## src/rtl/upsample_pkg.sv

```systemverilog
// upsample_pkg: shared state encoding, pixel type and counter-width helper for the unpooling stream
package upsample_pkg;

    typedef enum logic [1:0] {IDLE, FILL, EMIT, DONE} state_t;

    localparam int PIXEL_W = 16;
    typedef logic [PIXEL_W-1:0] pixel_t;

    function automatic int cw(input int n);
        return (n <= 1) ? 1 : $clog2(n);
    endfunction

endpackage

```

## src/rtl/unpool_line_buffer.sv

```systemverilog
// unpool_line_buffer: one pooled row of pixels, synchronous write, combinational read, no reset on storage
module unpool_line_buffer
    import upsample_pkg::*;
#(
    parameter int BITWIDTH = PIXEL_W,
    parameter int DEPTH    = 7,
    parameter int AW       = cw(DEPTH)
) (
    input  logic                clk,
    input  logic                we,
    input  logic [AW-1:0]       waddr,
    input  logic [BITWIDTH-1:0] wdata,
    input  logic [AW-1:0]       raddr,
    output logic [BITWIDTH-1:0] rdata
);

    logic [BITWIDTH-1:0] mem [DEPTH];

    always_ff @(posedge clk) begin
        if (we) mem[waddr] <= wdata;
    end

    assign rdata = mem[raddr];

endmodule

```

## src/rtl/upsample_unpool_stream.sv

```systemverilog
// upsample_unpool_stream: nearest-neighbour unpooling, buffers one pooled row then replays it KWIDTH x KHEIGHT.
// Define UNPOOL_ZERO_FILL_EN for max-unpool style output (only the top-left beat of each block carries data).
module upsample_unpool_stream
    import upsample_pkg::*;
#(
    parameter int BITWIDTH = 16,
    parameter int PWIDTH   = 7,
    parameter int PHEIGHT  = 7,
    parameter int CHANNEL  = 4,
    parameter int KWIDTH   = 4,
    parameter int KHEIGHT  = 4
) (
    input  logic                clk,
    input  logic                rst_n,
    input  logic                start,
    input  logic [BITWIDTH-1:0] in_data,
    input  logic                in_valid,
    output logic                in_ready,
    output logic [BITWIDTH-1:0] out_data,
    output logic                out_valid,
    input  logic                out_ready,
    output logic                out_last,
    output logic                busy,
    output logic                done
);

    localparam int CW  = cw(PWIDTH);
    localparam int KXW = cw(KWIDTH);
    localparam int RYW = cw(KHEIGHT);
    localparam int PRW = cw(PHEIGHT);
    localparam int CHW = cw(CHANNEL);
    localparam logic [CW-1:0]  COL_MAX = CW'(PWIDTH - 1);
    localparam logic [KXW-1:0] KX_MAX  = KXW'(KWIDTH - 1);
    localparam logic [RYW-1:0] RY_MAX  = RYW'(KHEIGHT - 1);
    localparam logic [PRW-1:0] PR_MAX  = PRW'(PHEIGHT - 1);
    localparam logic [CHW-1:0] CH_MAX  = CHW'(CHANNEL - 1);

    state_t state, state_nxt;

    logic [CW-1:0]       in_col, sx, sx_n, nsx;
    logic [KXW-1:0]      kx, kx_n, nkx;
    logic [RYW-1:0]      ry, ry_n, nry;
    logic [PRW-1:0]      pr;
    logic [CHW-1:0]      ch;
    logic                acc, fill_end, fire, kx_wrap, sx_wrap, ry_wrap, row_end, last_n;
    logic [BITWIDTH-1:0] rd_data, src, pix_n;

    assign in_ready = (state == FILL);
    assign busy     = (state != IDLE);
    assign done     = (state == DONE);

    unpool_line_buffer #(
        .BITWIDTH(BITWIDTH),
        .DEPTH   (PWIDTH),
        .AW      (CW)
    ) u_line_buf (
        .clk  (clk),
        .we   (acc),
        .waddr(in_col),
        .wdata(in_data),
        .raddr(nsx),
        .rdata(rd_data)
    );

    // n* = coordinates of the beat to be loaded into the output register next
    always_comb begin
        acc      = (state == FILL) && in_valid;
        fill_end = acc && (in_col == COL_MAX);
        fire     = (state == EMIT) && out_valid && out_ready;
        kx_wrap  = (kx == KX_MAX);
        sx_wrap  = (sx == COL_MAX);
        ry_wrap  = (ry == RY_MAX);
        kx_n     = kx_wrap ? '0 : kx + 1'b1;
        sx_n     = kx_wrap ? (sx_wrap ? '0 : sx + 1'b1) : sx;
        ry_n     = (kx_wrap && sx_wrap) ? (ry_wrap ? '0 : ry + 1'b1) : ry;
        row_end  = fire && kx_wrap && sx_wrap && ry_wrap;
        nkx      = (state == EMIT) ? kx_n : '0;
        nsx      = (state == EMIT) ? sx_n : '0;
        nry      = (state == EMIT) ? ry_n : '0;
        last_n   = (ch == CH_MAX) && (pr == PR_MAX) && (nry == RY_MAX) && (nsx == COL_MAX) && (nkx == KX_MAX);
        // the final pixel of a row lands in the buffer on this same edge, so forward it
        src      = (acc && (in_col == nsx)) ? in_data : rd_data;
`ifdef UNPOOL_ZERO_FILL_EN
        pix_n    = ((nkx == '0) && (nry == '0)) ? src : '0;
`else
        pix_n    = src;
`endif
    end

    always_comb begin
        state_nxt = state;
        case (state)
            IDLE:    state_nxt = start ? FILL : IDLE;
            FILL:    state_nxt = fill_end ? EMIT : FILL;
            EMIT:    state_nxt = row_end ? (((pr == PR_MAX) && (ch == CH_MAX)) ? DONE : FILL) : EMIT;
            default: state_nxt = IDLE;
        endcase
    end

    always_ff @(posedge clk or negedge rst_n) begin
        if (!rst_n) state <= IDLE;
        else        state <= state_nxt;
    end

    always_ff @(posedge clk or negedge rst_n) begin
        if (!rst_n) begin
            in_col    <= '0;
            kx        <= '0;
            sx        <= '0;
            ry        <= '0;
            pr        <= '0;
            ch        <= '0;
            out_valid <= 1'b0;
            out_last  <= 1'b0;
            out_data  <= '0;
        end else begin
            if (acc) in_col <= fill_end ? '0 : in_col + 1'b1;
            if (fill_end) begin
                out_valid <= 1'b1;
                out_data  <= pix_n;
                out_last  <= last_n;
            end
            if (fire) begin
                kx <= kx_n;
                sx <= sx_n;
                ry <= ry_n;
                if (row_end) begin
                    out_valid <= 1'b0;
                    out_last  <= 1'b0;
                    pr        <= (pr == PR_MAX) ? '0 : pr + 1'b1;
                    if (pr == PR_MAX) ch <= (ch == CH_MAX) ? '0 : ch + 1'b1;
                end else begin
                    out_data <= pix_n;
                    out_last <= last_n;
                end
            end
        end
    end

endmodule
```

## config.mk

```make
export PLATFORM = sky130hd
export DESIGN_NAME = upsample_unpool_stream
export DESIGN_NICKNAME = d
export VERILOG_FILES = /design/src/rtl/upsample_pkg.sv /design/src/rtl/unpool_line_buffer.sv /design/src/rtl/upsample_unpool_stream.sv
export SDC_FILE = /design/constraint.sdc
export NUM_CORES = 1
export LEC_CHECK = 0
export CAP_MARGIN = 20
export CORE_ASPECT_RATIO = 2
export CORE_MARGIN = 10
export CORE_UTILIZATION = 40
export CTS_CLUSTER_SIZE = 24
export DETAILED_ROUTE_END_ITERATION = 7
export DONT_BUFFER_PORTS = 1
export PLACE_DENSITY = 0.54
export SLEW_MARGIN = 5
export SYNTH_ARGS = -nofsm -noshare
export SYNTH_HDL_FRONTEND = slang
export SYNTH_SLANG_ARGS = --single-unit
```

## constraint.sdc

```tcl
create_clock -name clk -period 5.7 [get_ports clk]
set_input_delay 0.855 -clock clk [delete_from_list [all_inputs] [get_ports clk]]
set_output_delay 0.855 -clock clk [all_outputs]
set_load 0.01 [all_outputs]
```

==> flow_summary.yaml, run 1 <==
status:
  status: "finished, final reports clean"
placed_design:
  placed_area_um2: 6280
  place_congestion: 0.723
  preCtsSetupSlack_ps: 2690
  place_hpwl_um: 8790
  numPortBuffers: 0
critical_path:
  cp_data_arrival_time_ps: 3260
  crit_required_ps: 5990
  worst_setup_path_end_kind: "register"
  crit_end: "out_data[9]$_DFF_PN0_"
  r2r_slack_ps: 2740
  critPathLaunch: "kx[0]$_DFFE_PN0P_"
  cp-start-kind: "register"
  critPathTopFamily: "simple AND/OR/NAND/NOR gates"
  cp_max_fo: 19
  worstSetupPathType: "reg -> reg"
  critical_path_depth: 6
  slowest_stage: "or2_1"
  crit_buf_inv: 0
  regToRegStartpoint: "kx[0]$_DFFE_PN0P_"
  r2r_cells: 6
  r2r-end: "out_data[9]$_DFF_PN0_"
  crit_chain: "ha_1 > o211ai_1 > nand2_1 > or2_1 > a311oi_1 > a2111o_1"
  cpPeakStageDelay_ps: 730
synthesis:
  synth_warnings: 0
  synthCells: 425
  ys_ff_latch: 147
  syn-num-nets: 451
  syn_area_um2: 6070
  yosysTopAreaCellShare_pct: 55.4
  ys_seq_area_share_pct: 69.8
  async_flop_share_pct: 23.8
  yosys.area.top_type: "edfxtp_1"
  yosysUniqueCellTypes: 56
  synth_edf_count: 112
  synth_area_leaders: "edfxtp_1, dfrtp_1, mux2i_1"
  syn_area_per_cell_um2: 14.3
  ys.flop_type: "edfxtp_1"
pwr:
  max-vdd-ir-drop_v: 0.000240
  pwr_density_cell_nw_per_um2: 411
  p_leak_nw: 2.46
grt:
  antenna_found_initial: 0
  grt_max_degree: 36
  grt_pass1_wl_um: 21700
  grt_use_total_pct: 13.8
  grt_overflow: 0
  grt_pass1_vias: 3735
finish:
  multi_input_area_um2: 1710
  diodes: 0
  drive_above_1_share_pct: 13.3
  area_growth_pct: 12.7
  final_area_um2: 6840
  fin_nets: 458
  regArea_um2: 4240
  nFillCells: 1315
detailed_routing:
  vias: 3487
  antenna_left: 0
  wl_per_cell_um: 21.3
  drt_first_pass_iters: 4
  drt_iter0_markers: 186
  wirelength_um: 13600
  viasPerCell: 5.45
  route.detailed.drc: 0
clock_tree:
  post-cts-setup-buffers: 0
  cts_buffer_depth: 2
  htree_levels: 4
  cts_sinks: 147
  cts_root_buf: "clkbuf_16"
  ctsHoldBuffers: 0
  clk_pin_slew_worst_paths_ps: 60
  cts_buffers: 17
  cts_tree: "done"
  cts_resized: 0
  clock_latency_ps: 420
timing:
  tightest_slew_ps: 846
  max_slew_margin_pct: 43.3
  finalSetupTns_ps: 0
  setup_viol_count_final: 0
  holdWs_ps: 132
  period_share_pct: 52.0
  rsz0062_at_grt: "false"
  hold_violations: 0
  fin_worst_skew_ps: 5.19
  finalMaxSlewViolations: 0
  min_period_ps: 2960
  max_freq_ghz: 0.338
  setup_ws_ps: 2740
run:
  maxCapViolCount: 0
floorplan:
  start_util_pct: 40.7
  die_width_um: 107
  core_um2: 14900
  boundaryPins: 42
  num_rows: 63
  die_h_um: 194
  dieArea_um2: 20800
hold_path:
  hp-class: "in -> async"
-- per-layer routing --
layer  vias to the layer above  wire [um]  global-route usage (%)
li1                       1638          -                       -
met1                      1768       5050                    14.4
met2                        60       7620                    24.4
met3                        21        661                    4.29
met4                         0        280                    5.83
met5                         -          0                       0
-- area by class of cell --
cell class / instances / area share (%)
tap: 195 / 3.56
multi-input combinational: 251 / 25.0
inverter: 4 / 0.219
clock buffer: 18 / 6.27
clock inverter: 14 / 1.76
sequential: 147 / 61.9
timing repair buffer: 11 / 1.26
-- worst min path at each step --
stage	end	depth (start not counted)
global route	out_last$_DFFE_PN0P_	0
CTS	out_last$_DFFE_PN0P_	0
detailed placement	ch[1]$_DFFE_PN0P_	1
global placement	ch[1]$_DFFE_PN0P_	1
finish	out_data[2]$_DFF_PN0_	0
floorplan	ch[1]$_DFFE_PN0P_	1
-- power by group --
| part | internal (mW) | switching (mW) | leakage, nW |
|---|---|---|---|
| sequential | 1.34 | 0.137 | 1.46 |
| combinational | 0.113 | 0.187 | 0.725 |
| clock | 0.631 | 0.410 | 0.271 |
-- through the flow --
| step | util [%] | cells | power, mW |
|---|---|---|---|
| after CTS | 45.8 | 638 | 2.85 |
| final | 45.9 | 640 | 2.81 |
| after global placement | 42.1 | 606 | 1.79 |
| after floorplan | - | 425 | 1.67 |
| after global routing | 45.9 | 640 | 2.95 |
| after detailed placement | 42.1 | 606 | 1.81 |
-- synth_stat cells (7+ instances only) --
| cell | instances |
|---|---|
| mux2i_1 | 22 |
| o21a_1 | 12 |
| o21ai_0 | 14 |
| nor2_1 | 34 |
| clkbuf_1 | 7 |
| nand2_1 | 49 |
| a311o_1 | 10 |
| buf_2 | 9 |
| o221ai_1 | 13 |
| dfrtp_1 | 35 |
| o211ai_1 | 14 |
| nand3_1 | 7 |
| edfxtp_1 | 112 |
-- sequential cells by signal (all words and copies together) (netlist names) --
name	count
u_line_buf.mem	112
out_data	16
in_col	3
pr	3
sx	3
ch	2
kx	2
ry	2
state	2
out_last	1
out_valid	1
-- worst reg2reg max path: cells and delay by family, from the launching register on --
kind / cells / cell delay, ps
and+or+nand+nor: 2 / 1170
DFF: 1 / 370
AOI/OAI and AO/OA: 3 / 860
adders and majority gates: 1 / 440
-- cell usage in the layout, fill, tap and decap left out, drive strengths merged, types with 3 or more instances in the layout --
cell type,synthesis,final
edfxtp,112,112
nand2,50,50
dfrtp,35,35
nor2,35,35
mux2i,22,22
clkbuf,7,18
o21ai,15,15
o211ai,14,14
o221ai,13,13
o21a,12,12
buf,16,11
clkinv,0,11
a311o,10,10
mux2,8,8
nand3,7,7
nor3,7,7
ha,5,5
a21oi,5,5
or2,5,5
inv,4,4
and2,4,4
a31oi,4,4
nor2b,3,3
nand2b,3,3
o22ai,3,3
o31ai,3,3
-- cell families (layout without fill, tap and decap cells) --
group	count (synthesis)	count (layout)	share of synthesized area, %
DFF	147	147	69.8
and+or+nand+nor	122	122	9.46
AOI/OAI and AO/OA	93	93	12.0
muxes	30	30	5.11
buffers and inverters	27	47	2.47
adders and majority gates	5	5	1.03
xor gates and xnor gates	1	1	0.144
No activity file was read; power rests on OpenSTA's default activity.
==> run 2: changes to the inputs <==
--- a/config.mk
+++ b/config.mk
@@ -12,7 +12,7 @@
 export CTS_CLUSTER_SIZE = 24
 export DETAILED_ROUTE_END_ITERATION = 7
 export DONT_BUFFER_PORTS = 1
-export PLACE_DENSITY = 0.54
+export PLACE_DENSITY = 0.56
 export SLEW_MARGIN = 5
 export SYNTH_ARGS = -nofsm -noshare
 export SYNTH_HDL_FRONTEND = slang
==> constraint.sdc (replaced) <==
create_clock -name clk -period 2.4 [get_ports clk]
set_input_delay 0.36 -clock clk [delete_from_list [all_inputs] [get_ports clk]]
set_output_delay 0.36 -clock clk [all_outputs]
set_load 0.01 [all_outputs]
==> flow_summary.yaml, run 2 (synthesized netlist as in run 1, its figures left out) <==
clock_tree:
  cts_tree: "done"
  cts_root_buf: "clkbuf_16"
  clk_pin_slew_worst_paths_ps: 60
  cts_buffers: 17
  cts_sinks: 147
  htree_levels: 4
  clock_latency_ps: 420
  cts_buffer_depth: 2
  post-cts-setup-buffers: 0
finish:
  fin_nets: 477
  top_register: "u_line_buf.mem"
  drive_above_1_share_pct: 16.8
  area_growth_pct: 16.7
  diodes: 0
  final_cells: 659
  mostFrequentLayoutCells: "edfxtp_1, nand2_1, dfrtp_1"
  final_area_um2: 7080
  final_common_cell: "edfxtp_1"
  largest_reg_flops: 112
  top_regs: "u_line_buf.mem x112, out_data x16"
timing:
  period_share_pct: 92.7
  hold_violations: 0
  max_slew_margin_pct: 57.6
  fin_worst_skew_ps: 12.8
  min_period_ps: 2230
  tightest_slew_ps: 630
  max_freq_ghz: 0.449
  finalSetupTns_ps: 0
  setup_viol_count_final: 0
  rsz0062_at_grt: "false"
  finalMaxSlewViolations: 0
  holdWs_ps: 27.6
detailed_routing:
  viasPerCell: 5.40
  wl_per_cell_um: 21.0
  vias: 3558
  drt_first_pass_iters: 5
  wirelength_um: 13900
  drt_iter0_markers: 162
  antenna_left: 0
  route.detailed.drc: 0
pwr:
  p_leak_nw: 2.57
  pwr_density_cell_nw_per_um2: 985
  max-vdd-ir-drop_v: 0.000456
floorplan:
  boundaryPins: 42
  num_rows: 63
  core_um2: 14900
  die_h_um: 194
  start_util_pct: 40.7
  die_width_um: 107
  dieArea_um2: 20800
critical_path:
  cp_data_arrival_time_ps: 2570
  worst_setup_path_end_kind: "register"
  worstSetupPathType: "reg -> reg"
  regToRegStartpoint: "kx[0]$_DFFE_PN0P_"
  cp_max_fo: 14
  crit_required_ps: 2740
  critPathLaunch: "kx[0]$_DFFE_PN0P_"
  cp-start-kind: "register"
status:
  status: "finished, final reports clean"
placed_design:
  place_hpwl_um: 9190
  numPortBuffers: 0
  place_congestion: 0.767
  placed_area_um2: 6450
  dp.cells: 625
grt:
  grt_pass1_vias: 3735
  grt_use_total_pct: 13.7
  antenna_found_initial: 0
  grt_overflow: 0
  grt_max_degree: 36
  grt_pass1_wl_um: 21300
run:
  maxCapViolCount: 0
hold_path:
  worstHoldStart: "in_data[14]"
  hp-class: "in -> reg"
-- run 2: stage by stage --
stage / util, % / power [mW] / setup slack, ps
2_1_floorplan: - / 3.97 / 68.3
3_3_place_gp: 43.3 / 4.30 / 152
3_5_place_dp: 43.3 / 4.34 / 16.1
4_1_cts: 47.5 / 7.07 / 13.4
5_1_grt: 47.5 / 7.27 / 92.8
6_report: 47.5 / 6.98 / 174
-- run 2: critical path, stage by stage, from the launching register on --
cell and delay [ps]:
dfrtp_1 380, ha_2 350, a21boi_4 280, a21oi_4 90, or2_4 340, buf_4 190, mux2i_1 130, a211o_1 300
o211ai_1 80
-- run 2: per-layer routing --
layer / global-route usage, % / share of wire [%] / routed length, um
met1: 13.4 / 37 / 5070
met2: 25.1 / 57 / 7880
met3: 4.86 / 5.3 / 735
met4: 5.58 / 1.3 / 176
met5: 0 / 0 / 0
-- run 2: cell type report --
| type | instances | area (um2) |
|---|---|---|
| clock inverter | 13 | 165 |
| fill | 1276 | 7820 |
| inverter | 4 | 15.0 |
| clock buffer | 19 | 433 |
| timing repair buffer | 30 | 265 |
| sequential | 147 | 4240 |
| tap | 195 | 244 |
| multi-input combinational | 251 | 1720 |
-- run 2: power by group --
group | internal, mW | leakage (nW) | total, mW | switching (mW)
registers | 3.17 | 1.46 | 3.49 | 0.319
logic | 0.304 | 0.822 | 0.787 | 0.483
clock network | 1.72 | 0.287 | 2.70 | 0.981
-- run 2: path summary, 6_finish.rpt --
check | endpoint | slack, ps | cells past startpoint
min reg2reg | ch[1]$_DFFE_PN0P_ | 490 | 1
max | out_data[7]$_DFF_PN0_ | 170 | 8
max in group asynchronous | kx[1]$_DFFE_PN0P_ | 1810 | 2
min in group asynchronous | out_data[2]$_DFF_PN0_ | 400 | 2
min | u_line_buf.mem[0][14]$_DFFE_PP_ | 30 | 0
max reg2reg | out_data[7]$_DFF_PN0_ | 170 | 8
-- run 2: timing repair --
item,CTS,global route
hold buffers,2,0
hold endpoints to repair,35,0
gates resized for setup,0,1
setup endpoints to repair,0,11
